`src/rtl/memshare_alloc_sched.sv`:
```
// rtl/memshare_alloc_sched.sv - allocation-sequence scheduler in front of the memShare datapath
//
// Buffers request patterns in a TRACK_DEPTH-deep tracking FIFO, applies the three memShare DRCs
// to each popped pattern and splits it into at most two allocation sequences (SEQ0/SEQ1), which
// are issued over a valid/ready handshake.
//
// Optional feature macro: MEMSHARE_SCHED_STAT_EN (adds saturating statistic counters).
//
// Ports:
//   sys_clk        clock, rising edge
//   rstn           asynchronous active-low reset
//   rqst_valid     arriving pattern valid
//   rqst_pattern   requester bitmask [RQST_NUM]
//   rqst_ready     tracking FIFO not full
//   alloc_valid    allocation sequence valid
//   alloc_ready    datapath accepts the sequence
//   alloc_mask     requesters in this sequence [RQST_NUM]
//   alloc_seq_id   0 = SEQ0, 1 = SEQ1
//   alloc_last     last sequence of the pattern
//   drc_err        sticky DRC flags, bit i = DRC index i [3]
//   drc_err_clr    synchronous clear of drc_err (and statistics when enabled)
//   busy           FIFO non-empty or FSM not idle
//   stat_pat_cnt   accepted patterns              (MEMSHARE_SCHED_STAT_EN only)
//   stat_split_cnt two-sequence patterns          (MEMSHARE_SCHED_STAT_EN only)
//   stat_rej_cnt   DRC-rejected patterns          (MEMSHARE_SCHED_STAT_EN only)

module memshare_alloc_sched #(
    parameter int RQST_NUM    = 8,
    parameter int SHARE_CAP   = 4,
    parameter int TRACK_DEPTH = 4,
    parameter int SEQ_GAP     = 1,
    parameter int STAT_W      = 16
) (
    input  logic                sys_clk,
    input  logic                rstn,
    input  logic                rqst_valid,
    input  logic [RQST_NUM-1:0] rqst_pattern,
    output logic                rqst_ready,
    output logic                alloc_valid,
    input  logic                alloc_ready,
    output logic [RQST_NUM-1:0] alloc_mask,
    output logic                alloc_seq_id,
    output logic                alloc_last,
    output logic [2:0]          drc_err,
    input  logic                drc_err_clr,
    output logic                busy
`ifdef MEMSHARE_SCHED_STAT_EN
    ,
    output logic [STAT_W-1:0]   stat_pat_cnt,
    output logic [STAT_W-1:0]   stat_split_cnt,
    output logic [STAT_W-1:0]   stat_rej_cnt
`endif
);

    localparam int AW = $clog2(TRACK_DEPTH);
    localparam int CW = $clog2(RQST_NUM + 1);

    typedef enum logic [1:0] {
        ST_IDLE = 2'd0,
        ST_SEQ0 = 2'd1,
        ST_GAP  = 2'd2,
        ST_SEQ1 = 2'd3
    } state_t;

    state_t state, state_nxt;

    // Tracking FIFO
    logic [RQST_NUM-1:0] fifo_mem [TRACK_DEPTH];
    logic [AW-1:0]       wr_ptr, rd_ptr;
    logic [AW:0]         fifo_cnt;
    logic                push, pop;
    logic [RQST_NUM-1:0] head;

    // DRC and split of the FIFO head, evaluated in the pop cycle
    logic [CW-1:0]       head_n;
    logic [CW-1:0]       taken;
    logic [RQST_NUM-1:0] head_seq0, head_seq1;
    logic                head_split;
    logic                drc1, drc2, drc3;
    logic                accept, reject;

    // Registered sequence masks of the pattern in flight
    logic [RQST_NUM-1:0] seq0_mask, seq1_mask;
    logic                split_r;

    logic [2:0]          gap_cnt;
    logic                gap_done;
    logic [2:0]          idle_seen;
    logic                hs;

    assign rqst_ready = (fifo_cnt != (AW+1)'(TRACK_DEPTH));
    assign push       = rqst_valid & rqst_ready;
    assign pop        = (state == ST_IDLE) && (fifo_cnt != '0);
    assign head       = fifo_mem[rd_ptr];

    always_ff @(posedge sys_clk) begin
        if (push) begin
            fifo_mem[wr_ptr] <= rqst_pattern;
        end
    end

    always_ff @(posedge sys_clk or negedge rstn) begin
        if (!rstn) begin
            wr_ptr   <= '0;
            rd_ptr   <= '0;
            fifo_cnt <= '0;
        end else begin
            if (push) wr_ptr <= wr_ptr + AW'(1);
            if (pop)  rd_ptr <= rd_ptr + AW'(1);
            case ({push, pop})
                2'b10:   fifo_cnt <= fifo_cnt + (AW+1)'(1);
                2'b01:   fifo_cnt <= fifo_cnt - (AW+1)'(1);
                default: fifo_cnt <= fifo_cnt;
            endcase
        end
    end

    // SEQ0 takes the lowest SHARE_CAP set bits, scanning from the LSB; SEQ1 gets the rest.
    always_comb begin
        head_n    = '0;
        taken     = '0;
        head_seq0 = '0;
        for (int i = 0; i < RQST_NUM; i++) begin
            head_n = head_n + CW'(head[i]);
            if (head[i] && (taken < CW'(SHARE_CAP))) begin
                head_seq0[i] = 1'b1;
                taken        = taken + CW'(1);
            end
        end
    end

    assign head_seq1  = head & ~head_seq0;
    assign head_split = head_n > CW'(SHARE_CAP);
    assign drc1       = head_n > CW'(2 * SHARE_CAP);
    assign drc2       = (head == '0);
    assign reject     = pop & (drc1 | drc2);
    assign accept     = pop & ~(drc1 | drc2);

    assign hs       = alloc_valid & alloc_ready;
    assign gap_done = (32'(gap_cnt) + 32'd1) >= 32'(SEQ_GAP);

    always_ff @(posedge sys_clk or negedge rstn) begin
        if (!rstn) begin
            state     <= ST_IDLE;
            seq0_mask <= '0;
            seq1_mask <= '0;
            split_r   <= 1'b0;
            gap_cnt   <= '0;
        end else begin
            state <= state_nxt;
            if (accept) begin
                seq0_mask <= head_seq0;
                seq1_mask <= head_seq1;
                split_r   <= head_split;
            end
            gap_cnt <= (state == ST_GAP) ? gap_cnt + 3'd1 : 3'd0;
        end
    end

    always_comb begin
        state_nxt = state;
        case (state)
            ST_IDLE: if (accept) state_nxt = ST_SEQ0;
            ST_SEQ0: begin
                if (alloc_ready) begin
                    if (!split_r)          state_nxt = ST_IDLE;
                    else if (SEQ_GAP == 0) state_nxt = ST_SEQ1;
                    else                   state_nxt = ST_GAP;
                end
            end
            ST_GAP:  if (gap_done) state_nxt = ST_SEQ1;
            ST_SEQ1: if (alloc_ready) state_nxt = ST_IDLE;
            default: state_nxt = ST_IDLE;
        endcase
    end

    // Independent watchdog for DRC3: counts idle output cycles since the SEQ0 handshake and
    // flags a SEQ1 handshake that comes too early. It never fires while the FSM is correct.
    always_ff @(posedge sys_clk or negedge rstn) begin
        if (!rstn) begin
            idle_seen <= '0;
        end else if (hs && (state == ST_SEQ0)) begin
            idle_seen <= '0;
        end else if (!alloc_valid && (idle_seen != 3'd7)) begin
            idle_seen <= idle_seen + 3'd1;
        end
    end

    assign drc3 = hs && (state == ST_SEQ1) && (32'(idle_seen) < 32'(SEQ_GAP));

    // A new error in the clear cycle wins over the clear.
    always_ff @(posedge sys_clk or negedge rstn) begin
        if (!rstn) begin
            drc_err <= '0;
        end else begin
            drc_err <= (drc_err_clr ? 3'b000 : drc_err) | {drc3, pop & drc2, pop & drc1};
        end
    end

    assign alloc_valid  = (state == ST_SEQ0) || (state == ST_SEQ1);
    assign alloc_seq_id = (state == ST_SEQ1);
    assign alloc_last   = (state == ST_SEQ1) || ((state == ST_SEQ0) && !split_r);
    assign alloc_mask   = (state == ST_SEQ1) ? seq1_mask :
                          (state == ST_SEQ0) ? seq0_mask : '0;
    assign busy         = (fifo_cnt != '0) || (state != ST_IDLE);

`ifdef MEMSHARE_SCHED_STAT_EN
    localparam logic [STAT_W-1:0] STAT_MAX = '1;

    always_ff @(posedge sys_clk or negedge rstn) begin
        if (!rstn) begin
            stat_pat_cnt   <= '0;
            stat_split_cnt <= '0;
            stat_rej_cnt   <= '0;
        end else if (drc_err_clr) begin
            stat_pat_cnt   <= '0;
            stat_split_cnt <= '0;
            stat_rej_cnt   <= '0;
        end else begin
            if (accept && (stat_pat_cnt != STAT_MAX))
                stat_pat_cnt <= stat_pat_cnt + STAT_W'(1);
            if (accept && head_split && (stat_split_cnt != STAT_MAX))
                stat_split_cnt <= stat_split_cnt + STAT_W'(1);
            if (reject && (stat_rej_cnt != STAT_MAX))
                stat_rej_cnt <= stat_rej_cnt + STAT_W'(1);
        end
    end
`endif

endmodule

```
`config.mk`:
```
export PLATFORM = sky130hd
export DESIGN_NAME = memshare_alloc_sched
export DESIGN_NICKNAME = d
export VERILOG_FILES = /design/src/rtl/memshare_alloc_sched.sv
export SDC_FILE = /design/constraint.sdc
export NUM_CORES = 1
export LEC_CHECK = 0
export CORE_MARGIN = 10
export CORE_UTILIZATION = 62
export CTS_CLUSTER_DIAMETER = 80
export CTS_CLUSTER_SIZE = 28
export DETAILED_ROUTE_END_ITERATION = 8
export PLACE_DENSITY_LB_ADDON = 0.1
export REMOVE_ABC_BUFFERS = 1
export SETUP_SLACK_MARGIN = 0.3
export SYNTH_ARGS = -nofsm -noshare
export SYNTH_HDL_FRONTEND = slang
export SYNTH_SLANG_ARGS = --single-unit
```
`constraint.sdc`:
```
create_clock -name sys_clk -period 12.8 [get_ports sys_clk]
set_input_delay 2.56 -clock sys_clk [delete_from_list [all_inputs] [get_ports sys_clk]]
set_output_delay 2.56 -clock sys_clk [all_outputs]
set_load 0.01 [all_outputs]
```
==> summary.md <==
| Metric | Value |
|---|---|
| Status | `finished clean` |
| RSZ-0062 raised after global routing | `no` |
| CP max stage delay | `0.71 ns` |
| Initial antenna violation count | `0` |
| FF-to-FF End | `seq0_mask[2]$_DFFE_PN0P_` |
| Fin crit share | `42.4%` |
| XOR/XNOR share of the synthesized area | `2.91%` |
| Register area share after synthesis | `53.2%` |
| CTS buffer count | `9` |
| Pin count of the biggest net entering global routing | `33` |
| Distinct cells, synth | `44` |
| Routed vias/inst | `5.46` |
| DRT antenna net count | `0` |
| Area grow syn2layout | `15.9%` |
| Detailed Place HPWL | `4.36 mm` |
| Post_cts resized | `0` |
| Tmin final | `5.43 ns` |
| Worst Clk Skew | `0.0119 ns` |
| Net count, final | `344` |
| Setup tns final | `0 ns` |
| Total track usage | `14.6%` |
| Headroom to the max-slew limit | `44.6%` |
| H-tree depth | `3` |
| Critical register-to-register path startpoint | `rd_ptr[0]$_DFFE_PN0P_` |
| Post-CTS Setup Bufs | `0` |
| Ys async rst share | `50.0%` |
| Slowest cell on the critical path | `mux4_2` |
| Hold buffers post-CTS | `0` |
| Crit path kind | `flip-flop to flip-flop` |
| Start point of the worst hold path | `seq0_mask[5]$_DFFE_PN0P_` |
| Vias in the first global route | `2186` |
| First-pass GRT wire length | `10.2 mm` |
| Synth Warn # | `0` |
| R2R cell count | `11` |
| Worst EP arrival | `5.65 ns` |
| Multiplexer area fraction after synthesis | `9.14%` |
| CTS tree | `built` |
| Die Wd | `93.1 µm` |
| I/O Buffers | `28` |
| Crit path launch type | `flip-flop` |
| Post-synth EDFFs | `32` |
| Finished Core Util | `74.7%` |
| Die Ht | `93.1 µm` |
| Antenna cells | `0` |
| Synth Area in Adders | `9.44%` |
| Required @ worst endpoint | `13.02 ns` |
| Cell Chain, Critical Path | `mux4_2 > fa_1 > inv_1 > fa_1 > fa_1 > inv_1 > ha_1 > fa_1 > o311ai_0 > nand3_1 > mux2_2` |
| Clk Tree Root Cell | `clkbuf_8` |
| Post-Synth Simple-Gate Area | `12.5%` |
| # rows | `26` |
| Fin. max-slew vios | `0` |
| Final-report setup violation count | `0` |
| Via count | `2096` |
| Placed inst area | `3630 µm²` |
| Initial cell density of the core | `64.4%` |
| Cell taking the most area after synthesis | `edfxtp_1` |
| Drt pass-1 iters | `4` |
| Post-synth design cell area | `3310 µm²` |
| Worst setup EP type | `flip-flop` |
| CTS sink cnt | `64` |
| Routed length per placed instance | `15.1 µm` |
| Die Area | `8660 µm²` |
| Post-Layout Inst Area | `3840 µm²` |
| I/O Pins | `29` |
| Core box area | `5140 µm²` |
| Max Freq | `184 MHz` |
| Synth Area in Compound Gates | `7.82%` |
| DRT iter0 DRCs | `170` |
| Largest family of logic cells by synthesized area | `simple AND/OR/NAND/NOR gates` |
| Top cells by count, synth | `dfrtp_1, edfxtp_1, inv_1, nand2_1, ha_1` |
| CP delay by family, top | `adder cells` |
| Top post-synthesis cells by area | `edfxtp_1, dfrtp_1, ha_1` |
| Worst-path clk slew | `0.08 ns` |
| Synth Flop Type | `edfxtp_1` |
| Gpl congestion | `0.819` |
| Hold crit path type | `flip-flop to flip-flop` |
| Top cell type's share of synthesized area | `29.0%` |
| WHS Endpoint | `seq0_mask[5]$_DFFE_PN0P_` |
| Crit path top cell by count | `fa_1` |
| Gr ovfl total | `0` |
| Fillers | `385` |
| CTS max path bufs | `2` |
| Cells after Synth | `280` |
| Synthesized area per cell | `11.8 µm²` |
| Max Cap Viol | `0` |
| WHS Path Cells | `2` |
| Layout cell share with drive strength beyond 1 | `9.55%` |
| Register bit total from synthesis | `64` |
| DRC violations left | `0` |
| R2R Setup Slk | `7.37 ns` |
| Final hold violations | `0` |
| Skew-Pair Late Insertion Delay | `0.34 ns` |
| Worst Path Max Fanout | `26` |
| WP buf/inv | `2` |
| Routed wire length | `5.78 mm` |
| Hold_ws | `0.484 ns` |
| Worst slew pin tran | `0.828 ns` |
## sequential cells by signal, summed over array words and instances, names as in the netlist, 2 cells and up, named ones only
signal,count
drc_err,3
fifo_cnt,3
fifo_mem,32
gap_cnt,3
idle_seen,3
rd_ptr,2
seq0_mask,8
seq1_mask,5
wr_ptr,2
## cell usage in the layout (no fill, tap or decap), types with 7 or more instances in the layout
master	n
a21oi_1	8
nand2_1	30
inv_1	30
and2_1	8
o21ai_0	11
nor2_1	9
ha_1	17
xnor2_1	7
mux4_2	8
mux2i_1	10
nand3_1	8
clkbuf_8	9
edfxtp_1	32
clkdlybuf4s50_1	28
dfrtp_1	32
nor2b_1	7
## area by class of cell
class                   instances  area, µm²  share of cell area, %
flip-flops and latches         64       1760                   45.9
multi-input cells             175       1380                   36.1
repair buffers                 29        288                   7.50
clock buffers                   9        124                   3.23
inverters                      30        113                   2.93
well taps                      70       87.6                   2.28
clock inverters                 7       80.1                   2.09
## routing by layer
layer | vias to the layer above | routed length (µm) | GRT usage [%]
met4 | 0 | 81 | 6.56
met5 | - | 0 | 0
li1 | 1042 | - | -
met2 | 55 | 2760 | 23.4
met1 | 991 | 2660 | 18.0
met3 | 8 | 278 | 4.24
## per-stage QoR
stage               std cells  setup slack (ns)
CTS                       384              7.35
detailed placement        368              7.33
global route              384              7.03
floorplan                 269              7.79
global placement          368              7.44
finish                    384              7.37
## worst min-delay path: stages (launching register included)
cell and delay, ns:
dfrtp_1 0.35, nand2_1 0.04, o21ai_0 0.06
## logic make-up (layout without fill, tap and decap cells)
group / count (synthesis) / after routing
XOR/XNOR: 11 / 11
adder cells (fa/ha/maj): 22 / 22
buffers and inverters: 41 / 75
AO/OA/AOI/OAI: 40 / 40
multiplexers: 20 / 20
AND/OR/NAND/NOR: 82 / 82
flip-flops: 64 / 64
## how the worst max path moves through the flow
stage / endpoint / startpoint / cells past startpoint / slack, ns
CTS: seq0_mask[2]$_DFFE_PN0P_ / rd_ptr[0]$_DFFE_PN0P_ / 11 / 7.35
floorplan: seq0_mask[2]$_DFFE_PN0P_ / rd_ptr[0]$_DFFE_PN0P_ / 11 / 7.79
finish: seq0_mask[2]$_DFFE_PN0P_ / rd_ptr[0]$_DFFE_PN0P_ / 11 / 7.37
global route: seq1_mask[4]$_DFFE_PN0P_ / rd_ptr[0]$_DFFE_PN0P_ / 11 / 7.03
detailed placement: seq0_mask[2]$_DFFE_PN0P_ / rd_ptr[0]$_DFFE_PN0P_ / 11 / 7.33
global placement: seq0_mask[2]$_DFFE_PN0P_ / rd_ptr[0]$_DFFE_PN0P_ / 11 / 7.44
Power is not shown: default switching activity piles up to over one toggle a cycle in this logic, so the estimate is an artifact.
